File: src/rtl/f_pkg.sv
// Shared F-pipeline definitions: default sizes, element width helpers and the packer state type.
package f_pkg;

  localparam int J_DEFAULT = 14;
  localparam int A_DEFAULT = 2;

  typedef enum logic [0:0] {
    FILL = 1'b0,
    HOLD = 1'b1
  } state_t;

  function automatic int awidth_f(input int a);
    return $clog2(a) + 1;
  endfunction

  function automatic int idxw_f(input int j);
    return $clog2(j);
  endfunction

endpackage

File: src/rtl/vec_out_reg.sv
// Valid/ready output holding register; data stays stable until the consumer takes it.
module vec_out_reg #(
  parameter int W = 8
) (
  input  logic         clk,
  input  logic         rst_n,
  input  logic         load,
  input  logic [W-1:0] din,
  input  logic         m_tready,
  output logic [W-1:0] m_tdata,
  output logic         m_tvalid,
  output logic         free
);

  logic [W-1:0] data_r;
  logic         valid_r;

  assign free     = !valid_r || m_tready;
  assign m_tdata  = data_r;
  assign m_tvalid = valid_r;

  // a load takes priority over a drain so back-to-back vectors keep valid high
  always_ff @(posedge clk) begin
    if (!rst_n) begin
      data_r  <= '0;
      valid_r <= 1'b0;
    end else if (load) begin
      data_r  <= din;
      valid_r <= 1'b1;
    end else if (m_tready) begin
      valid_r <= 1'b0;
    end
  end

endmodule

File: src/rtl/vec_packer.sv
// Serial-to-parallel packer regathering F results into a J-element vector.
// Optional VEC_PACKER_TLAST_EN adds s_tlast/m_tlast/short_err for early-closed vectors.
module vec_packer
  import f_pkg::*;
#(
  parameter int J = J_DEFAULT,
  parameter int A = A_DEFAULT,
  localparam int AWIDTH = awidth_f(A),
  parameter int DATAWIDTH = AWIDTH,
  localparam int IDXW = idxw_f(J)
) (
  input  logic                   clk,
  input  logic                   rst_n,
  input  logic [DATAWIDTH-1:0]   s_tdata,
  input  logic                   s_tvalid,
  output logic                   s_tready,
  output logic [J*DATAWIDTH-1:0] m_tdata,
  output logic                   m_tvalid,
  input  logic                   m_tready,
`ifdef VEC_PACKER_TLAST_EN
  input  logic                   s_tlast,
  output logic                   m_tlast,
  output logic                   short_err,
`endif
  output logic [IDXW-1:0]        fill_idx
);

  localparam logic [IDXW-1:0] IDX_ONE  = IDXW'(1);
  localparam logic [IDXW-1:0] IDX_LAST = IDXW'(J - 1);
`ifdef VEC_PACKER_TLAST_EN
  localparam int OW = J * DATAWIDTH + 1;
`else
  localparam int OW = J * DATAWIDTH;
`endif

  state_t                 state_r, state_nxt_s;
  logic [IDXW-1:0]        idx_r, idx_nxt_s;
  logic [J*DATAWIDTH-1:0] fill_r, fill_nxt_s, wr_s, load_data_s;
  logic                   s_tready_r;
  logic                   accept_s, close_s, early_s, out_free_s;
  logic                   load_s, hold_set_s;
  logic [OW-1:0]          out_din_s, out_q_s;

  assign accept_s = s_tvalid && s_tready_r;
  assign close_s  = (idx_r == IDX_LAST) || early_s;
  assign s_tready = s_tready_r;
  assign fill_idx = idx_r;
  assign m_tdata  = out_q_s[J*DATAWIDTH-1:0];

  // next-state, slot write and output-load decision
  always_comb begin
    state_nxt_s = state_r;
    idx_nxt_s   = idx_r;
    fill_nxt_s  = fill_r;
    wr_s        = fill_r;
    load_s      = 1'b0;
    load_data_s = fill_r;
    hold_set_s  = 1'b0;
    for (int k = 0; k < J; k++) begin
      if (int'(idx_r) == k) begin
        wr_s[k*DATAWIDTH +: DATAWIDTH] = s_tdata;
      end else begin
        wr_s[k*DATAWIDTH +: DATAWIDTH] = fill_r[k*DATAWIDTH +: DATAWIDTH];
      end
    end
    case (state_r)
      FILL: begin
        if (accept_s) begin
          fill_nxt_s = wr_s;
          if (close_s) begin
            idx_nxt_s = '0;
            // fill is cleared on every hand-off so unwritten slots read as zero
            if (out_free_s) begin
              load_s      = 1'b1;
              load_data_s = wr_s;
              fill_nxt_s  = '0;
            end else begin
              state_nxt_s = HOLD;
              hold_set_s  = 1'b1;
            end
          end else begin
            idx_nxt_s = idx_r + IDX_ONE;
          end
        end else begin
          fill_nxt_s = fill_r;
        end
      end
      HOLD: begin
        if (out_free_s) begin
          load_s      = 1'b1;
          load_data_s = fill_r;
          fill_nxt_s  = '0;
          state_nxt_s = FILL;
        end else begin
          state_nxt_s = HOLD;
        end
      end
      default: begin
        state_nxt_s = FILL;
      end
    endcase
  end

  // state, index, fill register and registered s_tready
  always_ff @(posedge clk) begin
    if (!rst_n) begin
      state_r    <= FILL;
      idx_r      <= '0;
      fill_r     <= '0;
      s_tready_r <= 1'b0;
    end else begin
      state_r    <= state_nxt_s;
      idx_r      <= idx_nxt_s;
      fill_r     <= fill_nxt_s;
      s_tready_r <= (state_nxt_s == FILL);
    end
  end

`ifdef VEC_PACKER_TLAST_EN
  logic fill_last_r, short_err_r, load_last_s;

  assign early_s   = s_tlast;
  assign m_tlast   = out_q_s[OW-1];
  assign short_err = short_err_r;
  assign out_din_s = {load_last_s, load_data_s};

  // last flag travelling with a held vector, and the short-vector pulse
  always_ff @(posedge clk) begin
    if (!rst_n) begin
      fill_last_r <= 1'b0;
      short_err_r <= 1'b0;
    end else begin
      short_err_r <= accept_s && s_tlast && (idx_r != IDX_LAST);
      if (hold_set_s) begin
        fill_last_r <= s_tlast;
      end else if (load_s) begin
        fill_last_r <= 1'b0;
      end
    end
  end

  // a held vector carries its stored flag; a direct load takes the live one
  always_comb begin
    if (state_r == HOLD) begin
      load_last_s = fill_last_r;
    end else begin
      load_last_s = s_tlast;
    end
  end
`else
  assign early_s   = 1'b0;
  assign out_din_s = load_data_s;
`endif

  vec_out_reg #(
    .W (OW)
  ) u_out (
    .clk      (clk),
    .rst_n    (rst_n),
    .load     (load_s),
    .din      (out_din_s),
    .m_tready (m_tready),
    .m_tdata  (out_q_s),
    .m_tvalid (m_tvalid),
    .free     (out_free_s)
  );

endmodule

File: config.mk
export PLATFORM = sky130hd
export DESIGN_NAME = vec_packer
export DESIGN_NICKNAME = d
export VERILOG_FILES = /design/src/rtl/f_pkg.sv /design/src/rtl/vec_out_reg.sv /design/src/rtl/vec_packer.sv
export SDC_FILE = /design/constraint.sdc
export NUM_CORES = 1
export LEC_CHECK = 0
export ABC_AREA = 1
export CAP_MARGIN = 20
export CORE_UTILIZATION = 56
export DETAILED_ROUTE_END_ITERATION = 12
export DONT_BUFFER_PORTS = 1
export GPL_ROUTABILITY_DRIVEN = 0
export PLACE_DENSITY = 0.86
export SYNTH_ARGS = -nofsm -noshare
export SYNTH_HDL_FRONTEND = slang
export SYNTH_HIERARCHICAL = 1
export SYNTH_SLANG_ARGS = --single-unit
File: constraint.sdc
create_clock -name clk -period 1.5 [get_ports clk]
set_input_delay 0.3 -clock clk [delete_from_list [all_inputs] [get_ports clk]]
set_output_delay 0.3 -clock clk [all_outputs]
set_load 0.02 [all_outputs]
* After elaboration in Yosys (flattened, before gate mapping)
Index checks and enable logic that the tools add are counted.
Word-level totals: bits in registers 63, input port bits 6, output and inout port bits 34, word-level logic and storage cells 66
Cells by class: $add $sub $neg 1, equality and inequality tests 16, multiplexer cells 34, bitwise gates (word level) 2, reductions and logical operators 7
Operator list (number):
- two-way mux 28 bit | 7
- one-hot mux 28 bit (2 select lines) | 2
- == test 4 bit, second input constant | 9
- two-way mux 2 bit | 14
- == test 4 x 3 -> 1 bit, second input constant | 4
- two-way mux 1 bit | 8
- adder 4 x 1 -> 4 bit, second input constant | 1
- == test 4 x 2 -> 1 bit, second input constant | 1
- logical NOT 4 bit | 1
- two-way mux 4 bit | 1
- one-hot mux 1 bit (2 select lines) | 2
- AND reduction 2 bit | 2
- != test 2 x 1 -> 1 bit, second input constant | 1
- != test 2 bit, second input constant | 1
- NOT 1 bit | 2
- nonzero test 2 bit | 1
- logical AND 1 bit | 1
- logical NOT 1 bit | 1
- logical OR 1 bit | 1

* Logic depth before layout (Yosys ltp)
word-level depth 7, mapped depth 12, mapped depth without buffers 9

* By module
Netlist, hierarchy kept.
Modules (own cells, without submodules):
- vec_packer | times used 1, cells an instance 317, area each 1890.6 um2, sequential area each 680.7 um2
- vec_out_reg | times used 1, cells an instance 127, area each 1029.7 um2, sequential area each 580.6 um2

* Worst setup path before layout
Ideal clock, no wire load.
path kind register to register, start register idx_r[3], in the netlist fill_idx[3], end register u_out.data_r[16], in the netlist u_out/m_tdata[16], setup time 0.116 ns, data arrival time 1.667 ns, required time 1.384 ns, path slack -0.283 ns, stages on the path, launching flop included 13, path buffers 3, clock period less this slack 1.783 ns, path through dfxtp_1 > nand2_1 > inv_2 > nand2_1 > nor2_2 > nand2_1 > nand2_1 > buf_6 > inv_4 > buf_6 > buf_8 > nor2_1 > nor2_1
On the way: elaborated cells between the ends (all ways) 10, those cells by class eq/ne: 2; mux: 8
RTL lines:
- start: declaration | line vec_packer.sv:37 | logic [IDXW-1:0] idx_r, idx_nxt_s;
- start signal: assignment | line vec_packer.sv:113 | idx_r <= idx_nxt_s;
- == test 4 bit | line vec_packer.sv:45 | assign close_s = (idx_r == IDX_LAST) || early_s;
- two-way mux 1 bit | line vec_packer.sv:70 | if (close_s) begin
- two-way mux 1 bit | line vec_packer.sv:68 | if (accept_s) begin
- one-hot mux 1 bit (2 select lines) | line vec_packer.sv:66 | case (state_r)
- net load_s | line vec_packer.sv:41 | logic load_s, hold_set_s;
- end signal: assignment | line vec_out_reg.sv:28 | data_r <= din;
- end: declaration | line vec_out_reg.sv:15 | logic [W-1:0] data_r;
The timed path passes the listed nets, and every way through them passes these cells. A chain may end at the register's enable or synchronous reset.

* Worst setup path in the final report
start register idx_r[0], in the netlist fill_idx[0], end register u_out.data_r[23], in the netlist u_out/m_tdata[23]
The elaborated chain is that of the path after synthesis.

==> impl_metrics.xml <==
<?xml version="1.0" encoding="UTF-8"?>
<metrics>
  <group name="pwr">
    <metric name="powerDensity" unit="nW/um2">1030</metric>
    <metric name="p_leak" unit="nW">1.43</metric>
    <metric name="worst_ir_drop_vdd" unit="mV">0.682</metric>
  </group>
  <group name="timing">
    <metric name="clock_skew" unit="ps">7.41</metric>
    <metric name="unrepaired_setup_endpoints_after_global_routing" unit="">yes</metric>
    <metric name="max_freq" unit="MHz">695</metric>
    <metric name="setup_tns" unit="ps">0</metric>
    <metric name="setup-violations-final" unit="">0</metric>
    <metric name="post-route-min-period" unit="ps">1440</metric>
    <metric name="timing.final.max_slew_violations" unit="">0</metric>
    <metric name="final_period_utilization" unit="%">95.9</metric>
    <metric name="relSlewSlack" unit="%">72.3</metric>
    <metric name="finalHoldViolations" unit="">0</metric>
    <metric name="final.setup.worst_slack" unit="ps">61.6</metric>
    <metric name="worst_margin_slew" unit="ps">415</metric>
  </group>
  <group name="setup_path">
    <metric name="worst-path-buf-inv" unit="">2</metric>
    <metric name="cp_slowest_stage_delay" unit="ps">390</metric>
    <metric name="timing.setup.critical_path_class" unit="">reg -&gt; reg</metric>
    <metric name="timing.critical_path.arrival" unit="ps">1710</metric>
    <metric name="cpLargestDelayFamily" unit="">simple AND/OR/NAND/NOR gates</metric>
    <metric name="worstSetupStartpointType" unit="">flip-flop</metric>
    <metric name="worst_setup_path_end_kind" unit="">flip-flop</metric>
    <metric name="crit_required" unit="ps">1780</metric>
    <metric name="worstSetupStartpoint" unit="">fill_idx[0]</metric>
    <metric name="crit_top_cell" unit="">sky130_fd_sc_hd__nor2_4</metric>
    <metric name="timing.critical_path.cells" unit="">inv_4, nor2_4, nand2_1, nor2_4, nand2_4, nand2_8, buf_6, o21ai_0, nor2_1</metric>
    <metric name="setup.reg_to_reg.worst_slack" unit="ps">60</metric>
    <metric name="crit_path_max_fanout" unit="">9</metric>
    <metric name="rr_startpoint" unit="">fill_idx[0]</metric>
    <metric name="timing.critical_path.slowest_stage_cell" unit="">sky130_fd_sc_hd__dfxtp_4</metric>
  </group>
  <group name="synthesis">
    <metric name="cell_count_after_synthesis" unit="">444</metric>
    <metric name="yosysWarnings" unit="">6</metric>
    <metric name="postSynthAreaPerCell" unit="um2">6.58</metric>
    <metric name="share_of_synthesized_area_occupied_by_flip_flops_and_latches" unit="%">43.2</metric>
    <metric name="post_synth_num_cell_types" unit="">24</metric>
    <metric name="post_synth_instance_area" unit="um2">2920</metric>
    <metric name="synth.ff_latch_count" unit="">63</metric>
    <metric name="mappedNetlistNets" unit="">450</metric>
  </group>
  <group name="clocking">
    <metric name="cts-root-buf" unit="">sky130_fd_sc_hd__clkbuf_8</metric>
    <metric name="cts_buffer_depth" unit="">2</metric>
    <metric name="post_cts.repair.setup_buffers" unit="">0</metric>
    <metric name="clock-sinks" unit="">63</metric>
    <metric name="cts.clk_slew.worst_paths" unit="ps">70</metric>
    <metric name="clock_tree.htree_level_count" unit="">3</metric>
    <metric name="tritoncts_clock_tree" unit="">done</metric>
    <metric name="clock_insertion_delay_worst_skew" unit="ps">340</metric>
    <metric name="cts_inserted_buffers" unit="">9</metric>
  </group>
  <group name="grt">
    <metric name="grt_use_total" unit="%">26.2</metric>
    <metric name="grt_max_degree" unit="">33</metric>
    <metric name="vias_in_the_first_global_route" unit="">2421</metric>
    <metric name="initial_antenna_violation_count" unit="">0</metric>
    <metric name="grt_pass1_wl" unit="um">10600</metric>
    <metric name="overflow" unit="">0</metric>
  </group>
  <group name="floorplanning">
    <metric name="top_level_ports" unit="">40</metric>
    <metric name="fp.coreArea" unit="um2">4880</metric>
    <metric name="initial_utilization" unit="%">59.8</metric>
    <metric name="die_area" unit="um2">5510</metric>
    <metric name="die_width" unit="um">74.2</metric>
    <metric name="die_height" unit="um">74.2</metric>
    <metric name="floorplan.rows" unit="">25</metric>
  </group>
  <group name="detailed_routing">
    <metric name="remaining_drc_errors" unit="">0</metric>
    <metric name="vias_per_cell" unit="">5.37</metric>
    <metric name="top_layer_used" unit="">met4</metric>
    <metric name="iteration_count_of_the_initial_detailed_routing_pass" unit="">5</metric>
    <metric name="route.antenna.remaining_nets" unit="">0</metric>
    <metric name="detail_route.wirelength.met1" unit="um">2820</metric>
    <metric name="met2_wirelength" unit="um">3410</metric>
    <metric name="met3_length" unit="um">432</metric>
    <metric name="drt_first_iter_violations" unit="">226</metric>
    <metric name="detailed_route_wire_length_per_cell" unit="um">13.7</metric>
    <metric name="route.vias.total" unit="">2686</metric>
    <metric name="route.final.wire_length" unit="um">6850</metric>
  </group>
  <group name="run_status">
    <metric name="status" unit="">finished, final reports clean</metric>
  </group>
  <group name="layout">
    <metric name="finalInstanceArea" unit="um2">3200</metric>
    <metric name="finished_core_util" unit="%">65.6</metric>
    <metric name="num-nets-final" unit="">434</metric>
    <metric name="layout_commonest_cell" unit="">sky130_fd_sc_hd__nand2_1</metric>
    <metric name="insertedDiodeCount" unit="">0</metric>
    <metric name="areaGrowthSynthToFinish" unit="%">9.64</metric>
    <metric name="post_route_cells_drive_above_1_share" unit="%">15.0</metric>
    <metric name="fillers" unit="">434</metric>
    <metric name="layout.cells.most_common_list" unit="">118 x sky130_fd_sc_hd__nand2_1, 84 x sky130_fd_sc_hd__nor2_1, 58 x sky130_fd_sc_hd__dfxtp_1, 30 x sky130_fd_sc_hd__o21ai_0, 29 x sky130_fd_sc_hd__nand3_1</metric>
  </group>
  <group name="place">
    <metric name="port_buffers" unit="">0</metric>
    <metric name="placed_cell_area" unit="um2">2950</metric>
    <metric name="preCtsSetupSlack" unit="ps">25.3</metric>
    <metric name="place_hpwl" unit="um">4450</metric>
  </group>
  <group name="min_path">
    <metric name="min-delay-start" unit="">rst_n</metric>
    <metric name="min_path_type" unit="">in -&gt; reg</metric>
  </group>
  <group name="flow_run">
    <metric name="drv.max_cap_violation_count" unit="">0</metric>
  </group>
</metrics>
==> final timing paths <==
check | cells after the start | end
max | 9 | u_out/m_tdata[23]
min | 2 | u_out/m_tvalid
max reg2reg | 9 | u_out/m_tdata[23]
min reg2reg | 2 | fill_r[16]
==> power by group <==
group,leakage [nW],switching [mW],total (mW),internal (mW)
sequential,0.511,0.00953,1.69,1.68
clock,0.108,0.635,1.47,0.831
combinational,0.812,0.105,0.158,0.0532
==> synth_stat cells, drive strengths merged <==
cell type,number,share of area [%]
nor3,3,0.51
clkbuf,33,4.3
dfxtp,63,43
buf,15,3.9
o21ai,32,5.5
clkinv,1,0.13
nor2,92,13
a21oi,27,5.0
inv,22,2.9
nand3,31,5.7
nand2,125,16
==> what timing repair did <==
action,4_1_cts,5_1_grt
hold buffers,0,0
setup endpoints to repair,1,33
gates resized for setup,1,11
pin swaps,0,1
==> state kept, by name, summed over array words and instances, names as in the netlist <==
register        flops
fill_r             28
u_out/m_tdata      28
fill_idx            4
s_tready            1
state_r             1
u_out/m_tvalid      1
==> metrics by stage <==
step | total power [mW] | std cells | hold WS, ps
after floorplan | 1.85 | 444 | 428
after global placement | 1.87 | 484 | 427
after detailed placement | 1.88 | 484 | 429
final | 3.31 | 500 | 78.2
after CTS | 3.32 | 500 | 70.9
after global routing | 3.41 | 500 | 90.2
==> per-layer routing <==
layer,GRT usage (%),vias up
li1,-,1331
met1,29.3,1226
met2,45.5,107
met3,5.83,22
met4,16.1,0
met5,0,-
==> logic make-up after synthesis <==
group	Yosys count	synth area share [%]
AOI/OAI and AO/OA	59	10.5
buffers and inverters	71	11.2
DFF	63	43.2
and+or+nand+nor	251	35.1
==> worst reg2reg max path: cells and delay by family, from the launching register on <==
kind,cells,cell delay (ps)
buffers and inverters,2,200
AO/OA/AOI/OAI,1,120
AND/OR/NAND/NOR,6,670
flip-flops,1,390
==> cell type report <==
class	count	area, um2	area share (%)
Clock buffer	14	194	6.06
Sequential cell	63	1270	39.8
Clock inverter	2	10.0	0.313
Timing Repair Buffer	21	165	5.16
Inverter	23	96.3	3.01
Multi-Input combinational cell	310	1380	43.0
Tap cell	67	83.8	2.62
Note: power is estimated with default switching activity, not from simulation.
